--- config.mk ---
export PLATFORM = sky130hd
export DESIGN_NAME = uart_tx
export DESIGN_NICKNAME = d
export VERILOG_FILES = /design/src/rtl/uart_tx.sv
export SDC_FILE = /design/constraint.sdc
export NUM_CORES = 1
export LEC_CHECK = 0
export ABC_AREA = 1
export CAP_MARGIN = 20
export CORE_UTILIZATION = 53
export CTS_CLUSTER_DIAMETER = 150
export DETAILED_ROUTE_END_ITERATION = 12
export PLACE_DENSITY = 0.79
export SLEW_MARGIN = 20
export SYNTH_ARGS = -nofsm -noshare
export SYNTH_HDL_FRONTEND = slang
export SYNTH_SLANG_ARGS = --single-unit
--- constraint.sdc ---
create_clock -name clk -period 1.8 [get_ports clk]
set_input_delay 0.18 -clock clk [delete_from_list [all_inputs] [get_ports clk]]
set_output_delay 0.18 -clock clk [all_outputs]
set_load 0.01 [all_outputs]
--- src/rtl/uart_tx.sv ---
// Purpose: 8N1/8E1 UART transmitter, LSB first, STOP_BITS stop bits, paced by a tick16 enable.
// Latency: start bit driven the cycle after acceptance; each bit lasts OVERSAMPLE tick16 pulses.
// Backpressure: tx_ready is high only in IDLE; requests while busy are dropped, never queued.
//
// Ports:
//   clk       system clock (only clock)
//   rst_n     asynchronous active-low reset
//   tick16    single-cycle bit-rate enable, OVERSAMPLE pulses per bit
//   tx_data   byte to send, latched on the accepting edge
//   tx_valid  send request
//   tx_ready  block can accept a byte this cycle
//   tx        registered serial line, idle high
//   busy      frame in progress
//   tx_done   one-cycle pulse, coincides with the first cycle of tx_ready after a frame
//
// Build option: define UART_TX_PARITY_EN to insert an even-parity bit between DATA and STOP.
module uart_tx #(
  parameter int OVERSAMPLE = 16,
  parameter int STOP_BITS  = 1
) (
  input  logic       clk,
  input  logic       rst_n,
  input  logic       tick16,
  input  logic [7:0] tx_data,
  input  logic       tx_valid,
  output logic       tx_ready,
  output logic       tx,
  output logic       busy,
  output logic       tx_done
);

  localparam int CW = (OVERSAMPLE > 1) ? $clog2(OVERSAMPLE) : 1;
  localparam logic [CW-1:0] TICK_LAST = CW'(OVERSAMPLE - 1);
  localparam logic [2:0]    STOP_LAST = 3'(STOP_BITS - 1);

`ifdef UART_TX_PARITY_EN
  typedef enum logic [2:0] {IDLE, START, DATA, PARITY, STOP} state_t;
`else
  typedef enum logic [2:0] {IDLE, START, DATA, STOP} state_t;
`endif

  state_t          state_q, state_d;
  logic [CW-1:0]   tick_q, tick_d;
  logic [2:0]      bit_q, bit_d;    // data bit index in DATA, stop bit index in STOP
  logic [7:0]      shreg_q, shreg_d;
  logic            tx_q, tx_d;
  logic            done_q, done_d;
  logic            bit_end;

`ifdef UART_TX_PARITY_EN
  // Parity is captured at acceptance because the shift register is consumed during DATA.
  logic            par_q, par_d;
`endif

  // A bit period ends on the OVERSAMPLE-th tick counted since that bit began.
  assign bit_end = tick16 && (tick_q == TICK_LAST);

  always_ff @(posedge clk or negedge rst_n) begin
    if (!rst_n) begin
      state_q <= IDLE;
      tick_q  <= '0;
      bit_q   <= '0;
      shreg_q <= '0;
      tx_q    <= 1'b1;
      done_q  <= 1'b0;
`ifdef UART_TX_PARITY_EN
      par_q   <= 1'b0;
`endif
    end else begin
      state_q <= state_d;
      tick_q  <= tick_d;
      bit_q   <= bit_d;
      shreg_q <= shreg_d;
      tx_q    <= tx_d;
      done_q  <= done_d;
`ifdef UART_TX_PARITY_EN
      par_q   <= par_d;
`endif
    end
  end

  always_comb begin
    state_d = state_q;
    tick_d  = tick_q;
    bit_d   = bit_q;
    shreg_d = shreg_q;
    tx_d    = tx_q;
    done_d  = 1'b0;
`ifdef UART_TX_PARITY_EN
    par_d   = par_q;
`endif

    // Ticks are only counted inside a frame, so a tick in the accepting cycle is ignored.
    if (state_q != IDLE && tick16) begin
      tick_d = bit_end ? '0 : tick_q + 1'b1;
    end

    unique case (state_q)
      IDLE: begin
        if (tx_valid) begin
          state_d = START;
          shreg_d = tx_data;
          tick_d  = '0;
          bit_d   = '0;
          tx_d    = 1'b0;
`ifdef UART_TX_PARITY_EN
          par_d   = ^tx_data;
`endif
        end
      end
      START: begin
        if (bit_end) begin
          state_d = DATA;
          tx_d    = shreg_q[0];
        end
      end
      DATA: begin
        if (bit_end) begin
          // The next bit is shreg_q[1] because shreg_q[0] is the bit now on the line.
          shreg_d = {1'b0, shreg_q[7:1]};
          bit_d   = bit_q + 3'd1;  // wraps to 0 after bit 7, ready to count stop bits
          if (bit_q == 3'd7) begin
`ifdef UART_TX_PARITY_EN
            state_d = PARITY;
            tx_d    = par_q;
`else
            state_d = STOP;
            tx_d    = 1'b1;
`endif
          end else begin
            tx_d = shreg_q[1];
          end
        end
      end
`ifdef UART_TX_PARITY_EN
      PARITY: begin
        if (bit_end) begin
          state_d = STOP;
          tx_d    = 1'b1;
        end
      end
`endif
      STOP: begin
        if (bit_end) begin
          if (bit_q == STOP_LAST) begin
            state_d = IDLE;
            bit_d   = '0;
            done_d  = 1'b1;
          end else begin
            bit_d = bit_q + 3'd1;
          end
        end
      end
      default: state_d = IDLE;
    endcase
  end

  assign tx       = tx_q;
  assign tx_done  = done_q;
  assign tx_ready = (state_q == IDLE);
  assign busy     = (state_q != IDLE);

endmodule
* Word-level counts from Yosys, hierarchy flattened
Cells that the tools add are included.
Operators by class: reduce and logical (&&, ||, !) cells 12, equality and inequality tests 11, add/sub/neg operators 2, multiplexer cells 27
Operators by type and width (count):
- 2-to-1 mux 3 bit | 10
- 2-to-1 mux 4 bit | 4
- 2-to-1 mux 8 bit | 2
- case mux 8 bit (2 select lines) | 1
- inequality test 2 bit, second input constant | 6
- case mux 3 bit (4 select lines) | 1
- case mux 3 bit (3 select lines) | 1
- nonzero test 3 bit | 3
- AND reduction 4 bit | 2
- 2-to-1 mux 1 bit | 7
- == test 3 x 2 -> 1 bit, second input constant | 2
- logical NOT 3 bit | 2
- AND reduction 6 bit | 1
- adder 4 x 1 -> 4 bit, second input constant | 1
- == test 4 bit, second input constant | 1
- adder 3 x 1 -> 3 bit, second input constant | 1
- == test 3 x 1 -> 1 bit, second input constant | 1
- == test 3 bit, second input constant | 1
- case mux 1 bit (3 select lines) | 1
- AND reduction 3 bit | 1
- logical AND 1 bit | 2
- nonzero test 2 bit | 1
Word-level totals: output and inout bits 4, flip-flop bits (word level) 20, input port bits 12, word-level logic and storage cells 58

* Longest topological paths before layout
Gate-level depths: netlist of the first run.
depth in word-level cells 6, mapped depth 9, depth with buffers taken out 9

* Worst setup path before layout of the first run
OpenSTA, ideal clock, no wires.
path kind reg2reg, start register state_q[0], end register shreg_q[5], cell stages (with the launch flop) 10, clock period less this slack 1509 ps, data required time 1678 ps, arrival time 1387 ps, library setup time 122 ps, setup slack 291 ps, path buffers 1, cells stage by stage dfrtp_1 inv_1 ha_1 nand2_2 clkinv_1 nor2_4 nand2_4 buf_6 nand2_2 o21ai_2
Between the ends: word-level cells in the longest chain between the ends 3, elaborated cells between the ends (all ways) 7, those cells by class 3 x eq/ne; 1 x mux; 3 x reduce/logical
Ends and longest elaborated chain:
- start, declared | line 42 | state_t state_q, state_d;
- start signal, assigned | line 70 | state_q <= state_d;
- logical NOT 3 bit *
- via tx_ready | line 26 | output logic tx_ready,
- inequality test 2 bit (no line) / nonzero test 2 bit (equally long branches)
- AND reduction 3 bit (no line)
- end signal, assigned | line 73 | shreg_q <= shreg_d;
- end, declared | line 45 | logic [7:0] shreg_q, shreg_d;
Mark *: on every way through the listed nets, which the timed path passes. The rest lies on a longest branch. A chain may end at the register's enable or synchronous reset.

* Worst setup path after layout of the first run
start register state_q[0], end output port tx_ready
Between the ends: word-level cells in the longest chain between the ends 1
Ends and longest elaborated chain:
- logical NOT 3 bit | line 160 | assign tx_ready = (state_q == IDLE);
- end, declared | line 26
No other way between the ends.

==> results of run 1 <==
## kinds of logic after synthesis
kind of cell	Yosys count	share of synthesized area [%]
AND/OR/NAND/NOR	77	31.0
flip-flops	19	39.9
multiplexers	6	5.03
AO/OA/AOI/OAI	11	7.34
adder cells (fa/ha/maj)	9	9.43
buffers and inverters	20	7.23
## metal layers
layer	share of wire, %	global-route usage [%]
met1	45	29.4
met5	0	0
met4	2.3	9.05
met2	49	37.0
met3	3.1	3.70
## final cells by class
type	instances	area [µm²]	area share, %
Multi-Input combinational cell	103	643	45.0
Sequential cell	19	477	33.4
Timing Repair Buffer	19	180	12.6
Inverter	18	67.6	4.73
Tap cell	27	33.8	2.37
Clock buffer	4	26.3	1.84
## path summary, 6_finish.rpt
check,endpoint,slack (ns),cells past startpoint
setup / recovery,tx_ready,0.11,3
hold reg to reg,tx,0.48,2
setup reg to reg,bit_q[1],0.21,9
min in group clk,shreg_q[7],0.45,3
max in group asynchronous,bit_q[2],1.12,2
hold / removal,tick_q[1],0.17,1
## stage by stage
stage / worst slack [ns] / util [%]
5_1_grt: 0.0304 / 69.9
3_5_place_dp: 0.230 / 67.3
2_1_floorplan: 0.291 / -
3_3_place_gp: 0.296 / 67.3
4_1_cts: 0.0245 / 69.3
6_report: 0.106 / 69.9
## power breakdown
group	leakage [nW]	switching (mW)	internal [mW]
Combinational	0.471	0.849	0.576
Sequential	0.241	0.115	0.602
Clock	0.0150	0.132	0.0863
Total	0.727	1.10	1.26
## registers in the layout, summed over array words and instances, names as in the netlist
signal,count
bit_q,3
tx,1
tick_q,4
shreg_q,8
tx_done,1
state_q,2
## Yosys cell counts (all sizes together)
cell type	instances	area share (%)
a21boi	1	0.63
buf	2	1.6
clkinv	1	0.31
dfrtp	18	38
dfstp	1	2.2
ha	9	9.4
inv	17	5.3
mux2i	6	5.0
nand2	49	18
nand3	7	3.4
nand3b	1	0.63
nand4	5	3.1
nor2	13	5.1
nor3	2	0.84
o21ai	10	6.7
## critical path: cells and delay by family (launching register included)
kind	cells	cell delay, ns
DFF	1	0.39
adders and majority gates	1	0.18
buffers and inverters	2	0.65
## what timing repair did
item	4_1_cts	5_1_grt
buffers inserted	2	0
setup endpoints to repair	2	2
gates resized for setup	0	2
==> metrics.txt, run 1 <==
CP endpoint kind output port; Fin Clk Skew 0.00558 ns; pin count of the biggest net entering global routing 17; CP max stage cell clkdlybuf4s50_1; root buffer cell clkbuf_4; Cell Count, Final, Fillers Out 190; clock sink count 19; Total Neg Setup Slack 0 ns; initial antenna violation count 0; Max transition margin 71.6%; syn nets 163; most common cell after layout, fill and taps aside nand2_1; area grow syn2layout 19.6%; RePlAce Congestion between 0.8 and 0.9; die width 49.5 µm; drt pass-1 iters 4; outcome finished, final reports clean; fillers about 170; drt via density 5.29; Setup violations, final 0; RR Startpoint state_q[1]; Ys Warns 0; minimum clock period between 1.5 and 2 ns; drt drc 0; Setup crit start kind flip-flop; Setup CP Type reg -> out; GR Overflow Total 0; worst setup path startpoint state_q[0]; I/O Buffers 15; Worst Path Arrival 1.51 ns; WHS ~0.17 ns; hold buffer count at cts 0; starting density of the core 58.5%; Nets 185; Antenna Cells 0; RSZ-0062 raised after global routing false; Critical Path Max Stage Delay ~0.53 ns; Final Hold Viols 0; Core ar. 2040 µm²; row count 16; clock buffer depth 2; Ports 16; Synth Area per Inst ~8.4 µm²; Worst Tran Pin Value 0.425 ns; Total Routing Usage GR 22.5%; mapped cell area 1190 µm²; peak fanout along the critical path 5; Detail Route Antenna Nets 0; Tcrit/Tclk final 94.1%; layout cells sized above 1 19.6%; Hold Crit Class in -> async; cell area after layout 1430 µm²; Distinct cells, synth 24; placed cell count 184; Die Height 49.5 µm; first-pass GRT wire length 4.23 mm; WP data required 1.62 ns; vias after detailed routing 1006; maximum achievable frequency 590 MHz; Starting DRT DRC Count 19; Reg clk slew, reported paths 0.11 ns; HPWL Detailed 1.71 mm; Slew Limit Fails 0; sequential fraction of the synthesis area between 30% and 40%; Placed Area approximately 1400 µm²; Synth Instances 142; Worst VDD drop roughly 0.00086 V; Detailed Route WL 2.31 mm; Design Power around 2.4 mW; pwr/cell area 1650 nW/µm²; worst skew pair latency 0.30 ns; number of buffers created by CTS 3; CTS tree done; die area 2450 µm²; CTS H-tree lvls 1; Seq cells post-synth 19; Leak 0.727 nW; crit-path cells inv_1 -> ha_4 -> clkdlybuf4s50_1; most frequent cells in the layout nand2_1 (41), dfrtp_1 (18), inv_1 (15), clkdlybuf4s50_1 (15), nor2_1 (10); vias in the first global route 995; routed length per instance 12.2 µm; max_cap viols 0
Power figures use the tool's default switching activity.
==> run 2: changes to the inputs <==
SETUP_SLACK_MARGIN = 0.1   (was unset)
==> run 2 against run 1 <==
  * Clock-buffer cell count is the same
  * Non-clock buffer count grew 1
  * Final area grew 0.61%
  * Highest routed layer unchanged
  * Critical path depth grew 6
  * Clock power is essentially flat
  * Critical endpoint is now bit_q[2]
  * Core utilization grew 0.43 points
  * Power shrank 0.10%
  * Routed wire length grew 0.78%
  * Critical path type is now reg -> reg
  * Hold slack gained 0.010 ns
  * Worst setup slack gained 0.11 ns
  * Via count shrank 1.3%
==> metrics.txt, run 2 (synthesis results as in run 1) <==
outcome finished, final reports clean; Worst VDD drop 0.000860 V; drt pass-1 iters 4; largest registers shreg_q x8, tick_q x4, bit_q x3; final core occ 70.3%; most frequent cells in the layout nand2_1 (41), dfrtp_1 (18), inv_1 (15); clock buffer depth 2; Cell Count, Final, Fillers Out 191; Hold Crit Class in -> async; Design Power between 2 and 2.5 mW; Final Hold Viols 0; Ports 16; Total Neg Setup Slack 0 ns; most common cell after layout, fill and taps aside nand2_1; Leak between 0.7 and 0.8 nW; cell area after layout about 1400 µm²; Total Routing Usage GR 22.6%; GR Overflow Total 0; Setup crit start kind flip-flop; pwr/cell area approximately 1600 nW/µm²; max reg flops 8; HPWL Detailed 1.71 mm; die width 49.5 µm; maximum achievable frequency 629 MHz; post-route setup slack ~0.21 ns; layout cells sized above 1 between 20% and 30%; worst skew pair latency 0.29 ns; routed length per instance 12.2 µm; vias after detailed routing 993; vias in the first global route 991; die area 2450 µm²; Worst setup endpoint bit_q[2]; RR Startpoint state_q[1]; pre-CTS WS roughly 0.23 ns; fillers ~170; area grow syn2layout 20.3%; pin count of the biggest net entering global routing 17; drt drc 0; WP data required between 1.5 and 2 ns; CTS tree done; Reg2Reg Capture Point bit_q[2]; root buffer cell clkbuf_4; Slew Limit Fails 0; starting density of the core roughly three fifths; WHS 0.180 ns; max_cap viols 0; RSZ-0062 raised after global routing false; hold buffer count at cts 0; Antenna Cells 0; Starting DRT DRC Count 12; Core ar. between 2000 and 2500 µm²; Die Height 49.5 µm; clock sink count 19; area of the multi-input gates approximately 640 µm²; peak fanout along the critical path 11; number of buffers created by CTS 3; Fin Clk Skew approximately 0.0023 ns; worst setup path startpoint state_q[1]; Reg clk slew, reported paths 0.11 ns; Detailed Route WL 2.33 mm; Nets 186; Placed Area 1370 µm²; Worst Tran Pin Value 0.438 ns; Setup violations, final 0; RePlAce Congestion 0.857; CP endpoint kind flip-flop; Setup CP Type reg -> reg; Biggest register shreg_q; I/O Buffers 15; first-pass GRT wire length between 4 and 5 mm; initial antenna violation count 0; minimum clock period 1.59 ns; drt via density about 5.2; CTS H-tree lvls 1; Reg2Reg Depth 9; register area ~480 µm²; Tcrit/Tclk final 88.3%; Worst Path Arrival roughly 1.8 ns; row count 16; Max transition margin a little over two thirds; Reg2Reg Setup Slack between 0.2 and 0.25 ns; Detail Route Antenna Nets 0; placed cell count 184
run 2: report_power, final:
part           switching (mW)  internal [mW]  total [mW]
clock                   0.130         0.0863       0.216
sequential              0.116          0.602       0.718
combinational           0.849          0.574        1.42
total                    1.10           1.26        2.36
run 2: area by class of cell:
cell class	instances	share of cell area, %
Tap cell	27	2.35
Inverter	18	4.70
Multi-Input combinational cell	103	44.8
Sequential cell	19	33.2
Timing Repair Buffer	20	13.2
Clock buffer	4	1.83
run 2: metal layers:
layer,routed length (µm),vias up,global-route usage (%)
met5,0,-,0
li1,-,498,-
met2,1120,22,36.5
met3,64,8,3.70
met4,53,0,9.05
met1,1090,465,30.2
run 2: what timing repair did:
item	CTS	global route
gates resized for setup	2	2
cloned	0	0
buffers inserted	2	1
endpoints found under the setup margin	2	1
run 2: worst min-delay path by stage:
stage,from,end,slack (ns),cells after the start
2_1_floorplan,rst_n,bit_q[0],-0.12,0
3_3_place_gp,tx,tx,0.46,2
3_5_place_dp,tx,tx,0.47,2
4_1_cts,rst_n,tick_q[1],0.19,1
5_1_grt,rst_n,state_q[1],0.19,1
6_report,rst_n,tick_q[1],0.18,1
run 2: worst max-delay path, stage by stage, from the launching register on:
cell and delay (ns):
dfrtp_1 0.40, buf_4 0.15, ha_1 0.19, buf_4 0.20
inv_2 0.13, nand3_2 0.11, nand2_4 0.12, nand2_2 0.08
nand2_1 0.06, nand2_1 0.06
==> run 3: changes to the inputs <==
CAP_MARGIN = 30   (was 20)
PLACE_DENSITY = unset   (was 0.79)
PLACE_DENSITY_LB_ADDON = 0.08   (was unset)
==> run 3 against run 2 <==
  * Clock-buffer cell count unchanged
  * Worst setup slack better by 0.010 ns
  * Combinational power about the same
  * Critical path depth unchanged
  * Global-route usage down 2.1 points
  * Clock skew up 0.0034 ns
  * Die area unchanged
  * Hold slack better by 0.038 ns
  * Core utilization down 0.37 points
  * Routed wire length down 6.0%
  * Final cell count down 0.52%
  * Non-clock buffer count down 1
  * Critical endpoint is now state_q[1]
  * Largest power group unchanged
==> metrics.txt, run 3 (synthesis results as in run 1) <==
fillers between 150 and 200; Worst Path Arrival 1.78 ns; Setup CP Type reg -> reg; Antenna Cells 0; clock buffer depth 2; Biggest register shreg_q; Max transition margin 83.5%; Worst VDD drop 0.00121 V; Core ar. 2040 µm²; Starting DRT DRC Count 11; Hold Crit Class in -> async; die width 49.5 µm; routed length per instance about 12 µm; Reg2Reg Capture Point state_q[1]; area grow syn2layout 19.7%; most frequent cells in the layout nand2_1 (41), dfrtp_1 (18), inv_1 (15); Reg2Reg Depth 9; worst skew pair latency 0.29 ns; Logic pwr share 60.2%; Clk pwr share 9.2%; largest registers shreg_q x8, tick_q x4, bit_q x3; outcome finished, final reports clean; drt pass-1 iters 4; Die Height between 40 and 50 µm; Nets 185; first-pass GRT wire length 3.87 mm; Placed Area 1370 µm²; Total Neg Setup Slack 0 ns; HPWL Detailed 1.62 mm; row count 16; RR Startpoint state_q[1]; RePlAce Congestion 0.837; Pint about 1.3 mW; minimum clock period 1.58 ns; Setup crit start kind flip-flop; drt drc 0; cell area after layout 1430 µm²; GR Overflow Total 0; Setup violations, final 0; vias in the first global route 951; layout cells sized above 1 19.6%; vias after detailed routing 971; number of buffers created by CTS 3; Leak 0.736 nW; CTS H-tree lvls 1; drt via density 5.11; die area 2450 µm²; Final Hold Viols 0; most common cell after layout, fill and taps aside nand2_1; Detail Route Antenna Nets 0; root buffer cell clkbuf_4; pwr/cell area about 1600 nW/µm²; WP data required 2.00 ns; CP endpoint kind flip-flop; max_cap viols 0; RSZ-0062 raised after global routing false; Ports 16; clock sink count 19; Tcrit/Tclk final 87.7%; I/O Buffers 15; peak fanout along the critical path 11; pin count of the biggest net entering global routing 20; P_sw around 1.1 mW; Reg2Reg Setup Slack ~0.22 ns; Slew Limit Fails 0; sequential power share 30.7%; Worst Tran Pin Value 0.247 ns; Total Routing Usage GR between 20% and 30%; switch share ~46%; maximum achievable frequency 633 MHz; Detailed Route WL 2.19 mm; initial antenna violation count 0; starting density of the core 58.5%; max reg flops 8; Reg clk slew, reported paths between 0.1 and 0.15 ns; CTS tree done; Fin Clk Skew between 0.005 and 0.006 ns
## run 3: final cells by class
type	instances	area, µm²	area share (%)
well taps	27	33.8	2.36
multi-input cells	103	643	45.0
clock buffers	4	26.3	1.84
repair buffers	19	181	12.7
flip-flops and latches	19	477	33.4
inverters	18	67.6	4.73
## run 3: worst max-delay path by stage
stage / start / to / slack [ns]
after detailed placement: state_q[0] / shreg_q[7] / 0.21
after global placement: state_q[0] / busy / 0.29
final: state_q[1] / state_q[1] / 0.22
after CTS: state_q[0] / busy / 0.07
after floorplan: state_q[0] / shreg_q[5] / 0.29
after global routing: state_q[1] / state_q[1] / 0.14
## run 3: critical path: stages (launching register included)
cell and delay [ns]:
dfrtp_1 0.40, buf_4 0.15, ha_1 0.18, buf_4 0.19
inv_2 0.12, nand3_2 0.11, nand2_4 0.12, nand2_1 0.09
nand2_1 0.07, nand2_1 0.04
## run 3: repair_timing
item                       in CTS  in global routing
hold endpoints to repair        0                  0
setup endpoints to repair       2                  1
resized for setup               2                  2
buffers inserted                2                  0
hold buffers                    0                  0
## run 3: routing by layer
| metal | GRT usage (%) | wire [µm] |
|---|---|---|
| met2 | 36.3 | 1090 |
| met4 | 4.76 | 24 |
| met3 | 3.70 | 91 |
| met1 | 25.7 | 984 |
| met5 | 0 | 0 |
## run 3: power by group through the flow
stage | clock network, mW | registers [mW] | logic (mW)
global placement | 0 | 0.729 | 1.27
detailed placement | 0 | 0.742 | 1.31
CTS | 0.220 | 0.714 | 1.36
finish | 0.213 | 0.714 | 1.40
global route | 0.235 | 0.739 | 1.58
floorplan | 0 | 0.712 | 1.07
## run 3: through the flow
| step | instances | utilization (%) | power [mW] | worst slack [ns] | hold WS (ns) |
|---|---|---|---|---|---|
| final | 190 | 70.0 | 2.33 | 0.221 | 0.218 |
| after global routing | 190 | 70.0 | 2.55 | 0.135 | 0.232 |
| after CTS | 190 | 69.4 | 2.30 | 0.0711 | 0.219 |
| after detailed placement | 184 | 67.3 | 2.05 | 0.208 | 0.458 |
| after global placement | 184 | 67.3 | 2.00 | 0.290 | 0.458 |
| after floorplan | 142 | - | 1.79 | 0.291 | -0.116 |
